## config.mk

```make
export PLATFORM = sky130hd
export DESIGN_NAME = seq_booth_mul
export DESIGN_NICKNAME = d
export VERILOG_FILES = /design/src/rtl/seq_booth_mul.sv
export SDC_FILE = /design/constraint.sdc
export NUM_CORES = 1
export LEC_CHECK = 0
export BUFFER_PORTS_ARGS = -buffer_cell sky130_fd_sc_hd__buf_2
export CORE_ASPECT_RATIO = 1.5
export CORE_UTILIZATION = 45
export CTS_BUF_LIST = sky130_fd_sc_hd__clkbuf_16
export DETAILED_ROUTE_END_ITERATION = 8
export HOLD_SLACK_MARGIN = 0.12
export PLACE_DENSITY = 0.65
export RECOVER_POWER = 100
export SYNTH_ARGS = -nofsm -noshare
export SYNTH_HDL_FRONTEND = slang
export SYNTH_SLANG_ARGS = --single-unit
```

## constraint.sdc

```tcl
create_clock -name Clock -period 8 [get_ports Clock]
set_input_delay 1.6 -clock Clock [delete_from_list [all_inputs] [get_ports Clock]]
set_output_delay 1.6 -clock Clock [all_outputs]
set_load 0.02 [all_outputs]
```

## src/rtl/seq_booth_mul.sv

```systemverilog
// -----------------------------------------------------------------------------
// seq_booth_mul
//
// Multi-cycle two's-complement multiplier for the MiniAlu multiply write-back.
// A start request latches both operands. The multiplier is then consumed as
// radix-4 Booth digits, one digit per clock. Each RUN cycle adds digit*A into
// the upper accumulator and arithmetically shifts the whole accumulator right
// by two. When the last digit has been consumed, the 2*WIDTH product is loaded
// into the result registers and oDone pulses for one cycle.
//
// Optional feature (macro MUL_UNSIGNED_EN):
//   Adds the input iUnsigned, which is sampled together with iStart.
//   With iUnsigned=1, both operands are zero-extended and one extra Booth step
//   is run, so the result is the unsigned product.
//   With the macro undefined, the port is absent and every operation is signed.
//
// Parameters
//   WIDTH  operand width (even, >= 4); the product is 2*WIDTH bits
//   CNT_W  digit counter width; 2**CNT_W >= WIDTH/2
//
// Ports
//   Clock      in   1      clock; all state changes on the rising edge
//   Reset      in   1      asynchronous reset, active low
//   iStart     in   1      start request; only sampled while idle
//   iOperandA  in   WIDTH  multiplicand
//   iOperandB  in   WIDTH  multiplier (Booth-recoded)
//   iUnsigned  in   1      unsigned operation (MUL_UNSIGNED_EN builds only)
//   oBusy      out  1      high while an operation is running or completing
//   oDone      out  1      one-cycle completion pulse; results valid from here
//   oResultLo  out  WIDTH  product[WIDTH-1:0]
//   oResultHi  out  WIDTH  product[2*WIDTH-1:WIDTH]
// -----------------------------------------------------------------------------
module seq_booth_mul #(
    parameter int WIDTH = 16,
    parameter int CNT_W = 4
) (
    input  logic             Clock,
    input  logic             Reset,
    input  logic             iStart,
    input  logic [WIDTH-1:0] iOperandA,
    input  logic [WIDTH-1:0] iOperandB,
`ifdef MUL_UNSIGNED_EN
    input  logic             iUnsigned,
`endif
    output logic             oBusy,
    output logic             oDone,
    output logic [WIDTH-1:0] oResultLo,
    output logic [WIDTH-1:0] oResultHi
);

    // The accumulator's upper half is two bits wider than an operand. This
    // leaves room for +/-2*A and for the -2^(W-1) * -2^(W-1) corner case.
    localparam int AW = WIDTH + 2;
    // The multiplier shift register also carries two extension bits. This
    // lets the unsigned build consume one more digit than the signed build.
    localparam int LW = WIDTH + 2;

`ifdef MUL_UNSIGNED_EN
    // The unsigned build needs to count to WIDTH/2, one past the signed maximum.
    localparam int CW = CNT_W + 1;
`else
    localparam int CW = CNT_W;
`endif

    localparam logic [CW-1:0] LAST_S = CW'(WIDTH / 2 - 1);
    localparam logic [CW-1:0] LAST_U = CW'(WIDTH / 2);

    typedef enum logic [1:0] {
        IDLE = 2'd0,
        RUN  = 2'd1,
        DONE = 2'd2
    } state_t;

    state_t state, state_nx;

    logic        [CW-1:0] cnt;
    logic signed [AW-1:0] mcand;
    logic signed [AW-1:0] acc_hi;
    logic        [LW-1:0] acc_lo;
    logic                 acc_e;     // previous multiplier bit (Booth b[-1])
    logic                 uns_mode;  // mode of the running operation
    logic                 start_uns; // mode requested alongside iStart

    logic signed [AW-1:0]      pp;
    logic signed [AW-1:0]      sum;
    logic signed [AW-1:0]      hi_nx;
    logic        [LW-1:0]      lo_nx;
    logic                      e_nx;
    logic                      run_last;
    logic        [2*WIDTH-1:0] prod;

    // Radix-4 Booth digit selection: triplet {b[2i+1], b[2i], b[2i-1]}
    // maps to a digit in {-2,-1,0,+1,+2}, and the function returns digit*a.
    function automatic logic signed [AW-1:0] booth_pp(
        input logic        [2:0]    trip,
        input logic signed [AW-1:0] a
    );
        logic signed [AW-1:0] r;
        case (trip)
            3'b001, 3'b010: r = a;
            3'b011:         r = a <<< 1;
            3'b100:         r = -(a <<< 1);
            3'b101, 3'b110: r = -a;
            default:        r = '0;
        endcase
        return r;
    endfunction

`ifdef MUL_UNSIGNED_EN
    assign start_uns = iUnsigned;
`else
    assign start_uns = 1'b0;
`endif

    // ---- Booth step datapath: add digit*A, then shift {hi,lo,e} right by 2 ----
    always_comb begin
        pp    = booth_pp({acc_lo[1:0], acc_e}, mcand);
        sum   = acc_hi + pp;
        hi_nx = sum >>> 2;
        lo_nx = {sum[1:0], acc_lo[LW-1:2]};
        e_nx  = acc_lo[1];
    end

    assign run_last = (cnt == (uns_mode ? LAST_U : LAST_S));

    // After the last step, the signed build leaves the two multiplier extension
    // bits at the bottom of lo. The unsigned build has shifted them out.
    assign prod = uns_mode ? {hi_nx[WIDTH-3:0], lo_nx}
                           : {hi_nx[WIDTH-1:0], lo_nx[LW-1:2]};

    // ---- FSM: state register ----
    always_ff @(posedge Clock or negedge Reset) begin
        if (!Reset) state <= IDLE;
        else        state <= state_nx;
    end

    // ---- FSM: next state ----
    always_comb begin
        state_nx = state;
        case (state)
            IDLE:    if (iStart)   state_nx = RUN;
            RUN:     if (run_last) state_nx = DONE;
            DONE:                  state_nx = IDLE;
            default:               state_nx = IDLE;
        endcase
    end

    // ---- FSM: outputs ----
    always_comb begin
        oBusy = (state != IDLE);
        oDone = (state == DONE);
    end

    // ---- Operand latch, accumulator and result registers ----
    always_ff @(posedge Clock or negedge Reset) begin
        if (!Reset) begin
            cnt       <= '0;
            mcand     <= '0;
            acc_hi    <= '0;
            acc_lo    <= '0;
            acc_e     <= 1'b0;
            uns_mode  <= 1'b0;
            oResultLo <= '0;
            oResultHi <= '0;
        end else begin
            case (state)
                IDLE: begin
                    if (iStart) begin
                        cnt      <= '0;
                        acc_hi   <= '0;
                        acc_e    <= 1'b0;
                        uns_mode <= start_uns;
                        if (start_uns) begin
                            mcand  <= {2'b00, iOperandA};
                            acc_lo <= {2'b00, iOperandB};
                        end else begin
                            mcand  <= {{2{iOperandA[WIDTH-1]}}, iOperandA};
                            acc_lo <= {{2{iOperandB[WIDTH-1]}}, iOperandB};
                        end
                    end
                end
                RUN: begin
                    acc_hi <= hi_nx;
                    acc_lo <= lo_nx;
                    acc_e  <= e_nx;
                    cnt    <= cnt + CW'(1);
                    if (run_last) begin
                        oResultLo <= prod[WIDTH-1:0];
                        oResultHi <= prod[2*WIDTH-1:WIDTH];
                    end
                end
                default: ;
            endcase
        end
    end

endmodule

```

==> results by stage <==
Run status:
- The run finished, with violations left.
- The checks that failed: capacitance limit, slew limit.

Routing:
- Routed signal wires occupy layers up through met4.
- The detail route stage leaves a number of antenna-violating nets equal to 0.
- The detailed route wirelength on metal2 is 7141 microns.
- In the routed design, unresolved DRC markers number 0.
- The aggregate routed wire length is 13590 microns.
- The detailed-route wire length on metal 1 is 5596 microns.
- The first TritonRoute pass finished after 5 iterations.
- For this block, the initial DRC count from the detailed router was 231.
- The average wire length per cell after detail routing is 16.14 microns.
- The routed via count is 4748.
- In the routed layout, each cell is associated on average with a via count of 5.639.
- The routed length on met3 is 524 microns.

Worst setup path:
- The setup slack of the most critical reg-to-reg path is 3.04 ns.
- The endpoint identified for the worst register-to-register timing path is oResultHi[14]$_DFFE_PN0P_.
- For this design, the slowest cell found on the critical path is clkbuf_1.
- The worst setup path is of the reg -> reg kind.
- The number of cell instances on the worst register-to-register path is 14.
- For the worst setup path, the data required time is 8.21 ns.
- The worst register-to-register path begins at acc_lo[0]$_DFFE_PN0P_.
- The type of element capturing the critical path is a flip-flop.
- The signal on the critical path passes through clkbuf_1 -> inv_1 -> nor2_1 -> a22oi_1 -> a21oi_1 -> ha_1 -> nor2b_1 -> o21ai_0 -> nand2b_1 -> a2111o_1 -> a31oi_1 -> o21ai_0 -> xnor2_1 -> o21ai_0.
- The critical path starts at acc_lo[0]$_DFFE_PN0P_.
- The capturing instance or port of the critical path is oResultHi[14]$_DFFE_PN0P_.
- The worst setup path is launched from a flip-flop.
- The arrival time reported for the critical path endpoint is 5.17 ns.
- In this design, the critical path's most frequently occurring cell is o21ai_0.
- Along the worst path, the maximum fanout reaches 35.
- The largest single stage delay on the critical path is 1.07 ns.

STA:
- After routing, the total negative slack on setup checks comes to 0 ns.
- Setup violations remaining at the end of the flow were counted as 0.
- The time the final worst path needs with I/O delays and setup is 4.962 ns.
- The post-route fraction of the period consumed by the critical path is 62.03%.
- The number of pins exceeding their max-slew limit in the final report is 43.
- Setup repair after global routing left no endpoint under its margin.
- The number of hold-slack violations in the final timing report is 0.
- At the pin with the least slew margin, the transition time is 1.555 ns.
- The worst-case clock skew is 0.007319 ns.
- The tightest hold margin is 0.4780 ns.
- The upper clock frequency limit is 0.2015 GHz.
- The tightest slew margin relative to the limit is -3.894%.

Placed design:
- The standard cell area after detailed placement is 5709 sq um.
- The count of port buffers added during placement is 68.
- The number of placed instances, taps included, is 826.
- The placed wire-length estimate is 9668 microns.
- The final weighted congestion of routability-driven global placement is 0.9200.

Clocking:
- For the worst-skew pair, the clock arrives at the later sink with an insertion delay of 0.35 ns.
- The clock sink total is 89.
- After clock tree synthesis, the repair step resized 0 gates.
- TritonCTS built the clock tree.
- The number of clock buffers added by TritonCTS is 9.
- The clock passes through at most 2 buffers.
- For this design, the CTS-stage hold fixing added 0 buffers.
- The number of setup buffers added after CTS is 0.
- The clock transition time at the flip-flop clock pins of the worst setup and hold paths is 0.07 ns.
- The tree is rooted in a clkbuf_16.
- The maximum level of the CTS H-tree is 3.

Synth:
- Yosys mapped a number of flops with a built-in enable equal to 0.
- The gate count of the mapped netlist is 640.
- The synthesized design contains 89 register bits.
- The mean instance size in the synthesized netlist is 8.266 sq um.
- The distinct cell type count after synthesis is 59.
- Counting flops with an async set or reset pin after synthesis yields a share of 100.0%.
- The count of warnings emitted by yosys is 0.
- The area of the mapped netlist is 5290 sq um.
- The most used flip-flop cell after synthesis is dfrtp_1.
- When the netlist entered floorplanning its net count stood at 695.
- The proportion of synthesized chip area in sequential cells is 42.10%.

Cells and area:
- The number of antenna diodes in the final layout is 0.
- The share of layout cells above drive strength 1 is 9.682%.
- Relative to the synthesized area, the layout overhead comes to 12.56%.
- The number of fill cells in the layout is 1108.
- The count of cells in the finished layout, fillers not included, comes to 842.
- In the final design database the tool counted 742 nets.
- The area of all placed cells without fillers is 5954 sq um.

Flow run:
- The max-capacitance violation count is 1.

Global routing:
- The residual overflow from global routing is 0.
- The initial antenna violation count is 0.
- In the global route stage, overall resource usage came out at 23.22%.
- The maximum number of pins on one net before global-route repair is 69.
- The via count of the first global-routing pass was 4544.
- The first global-routing pass estimated 22340 microns of wire.

Floorplanning:
- The I/O pin count is 69.
- The region available for standard cell placement spans 11470 sq um.
- The area enclosed by the die boundary is 12200 sq um.
- The floorplan step set the die height to 134.8 microns.
- After floorplanning, the core was divided into 48 placement rows.
- The x dimension of the die is 90.53 microns.
- For this configuration, the core starts out at a cell density of 46.12%.

Min path:
- The tightest min-delay check is of the reg -> reg type.
-- synth_stat cells (3+ instances only) --
cell type	number	share of area, %
nand2_1	150	11
dfrtp_1	89	42
o21ai_0	71	6.7
nor2_1	60	4.3
a21oi_1	35	3.3
clkbuf_1	28	2.0
ha_1	19	4.5
xor2_1	17	2.8
nand3_1	16	1.5
o22ai_1	16	1.9
xnor2_1	16	2.6
inv_1	12	0.85
nor2b_1	10	1.2
a21o_1	8	1.1
a22oi_1	5	0.71
buf_1	5	0.35
nand2b_1	5	0.59
o21a_1	5	0.71
a221oi_1	4	0.66
a31oi_1	4	0.47
nand4_1	4	0.47
nor3_1	4	0.38
a211oi_1	3	0.43
a221o_1	3	0.57
and2_1	3	0.35
buf_2	3	0.28
mux2i_1	3	0.57
-- critical path: cells and delay by family (launching register included) --
family	cells	cell delay (ns)
buffers and inverters	2	1.63
AO/OA/AOI/OAI	7	1.62
AND/OR/NAND/NOR	3	0.77
flip-flops	1	0.32
adder cells (fa/ha/maj)	1	0.28
XOR/XNOR	1	0.20
-- sequential cells by signal (all words and copies together) (netlist names) --
register and count:
acc_lo 18, acc_hi 16, mcand 16, oResultHi 16, oResultLo 16, cnt 4, state 2, acc_e 1
-- final cells by class --
type | instances | area, sq um | area share (%)
multi-input cells | 499 | 2844 | 47.76
well taps | 150 | 187.7 | 3.152
flip-flops and latches | 89 | 2227 | 37.40
clock inverters | 7 | 85.08 | 1.429
inverters | 13 | 48.80 | 0.8195
clock buffers | 9 | 225.2 | 3.782
repair buffers | 75 | 336.6 | 5.652
-- layout by cell type, fill, tap and decap left out, drive strengths merged, types with 4 or more instances in the layout --
master | Yosys | layout
nor2 | 60 | 60
buf | 10 | 36
nand4 | 4 | 4
nand2 | 151 | 151
a221oi | 4 | 4
xnor2 | 16 | 16
nor2b | 10 | 10
nor3 | 5 | 5
o22ai | 16 | 16
a31oi | 4 | 4
clkbuf | 29 | 48
xor2 | 17 | 17
a21o | 9 | 9
a22oi | 5 | 5
nand3 | 16 | 16
and2 | 4 | 4
nand2b | 5 | 5
a21oi | 36 | 36
o21ai | 73 | 73
dfrtp | 89 | 89
ha | 19 | 19
o21a | 5 | 5
inv | 12 | 16
-- worst min-delay path by stage --
stage | startpoint | endpoint | slack [ns] | cells after the start
6_report | oResultHi[5]$_DFFE_PN0P_ | oResultHi[5]$_DFFE_PN0P_ | 0.48 | 2
2_1_floorplan | acc_hi[12]$_DFFE_PN0P_ | acc_hi[12]$_DFFE_PN0P_ | 0.46 | 2
5_1_grt | oResultLo[4]$_DFFE_PN0P_ | oResultLo[4]$_DFFE_PN0P_ | 0.51 | 2
4_1_cts | oResultHi[5]$_DFFE_PN0P_ | oResultHi[5]$_DFFE_PN0P_ | 0.48 | 2
3_5_place_dp | oResultLo[5]$_DFFE_PN0P_ | oResultLo[5]$_DFFE_PN0P_ | 0.46 | 2
3_3_place_gp | oResultLo[5]$_DFFE_PN0P_ | oResultLo[5]$_DFFE_PN0P_ | 0.46 | 2
-- metrics by stage --
stage / util, % / setup WS (ns)
floorplan: - / 4.412
global placement: 49.77 / 4.051
detailed placement: 49.77 / 3.900
CTS: 52.48 / 3.906
global route: 51.91 / 2.587
finish: 51.91 / 3.038
-- metal layers --
metal	global-route usage, %	vias to the layer above
li1	-	2291
met1	27.34	2287
met5	0	-
met2	41.88	145
met3	2.928	25
met4	10.66	0
-- cell families (layout without fill, tap and decap cells) --
group,Yosys count,count (layout),share of synthesized area (%)
AO/OA/AOI/OAI,173,173,19.61
XOR/XNOR,33,33,5.463
adder cells (fa/ha/maj),20,20,4.872
buffers and inverters,52,104,4.068
flip-flops,89,89,42.10
multiplexers,5,5,1.206
AND/OR/NAND/NOR,268,268,22.68
Power is left out: the tool's default activity adds up to more than one toggle a clock period on the data nets, which glitch-free logic cannot reach.
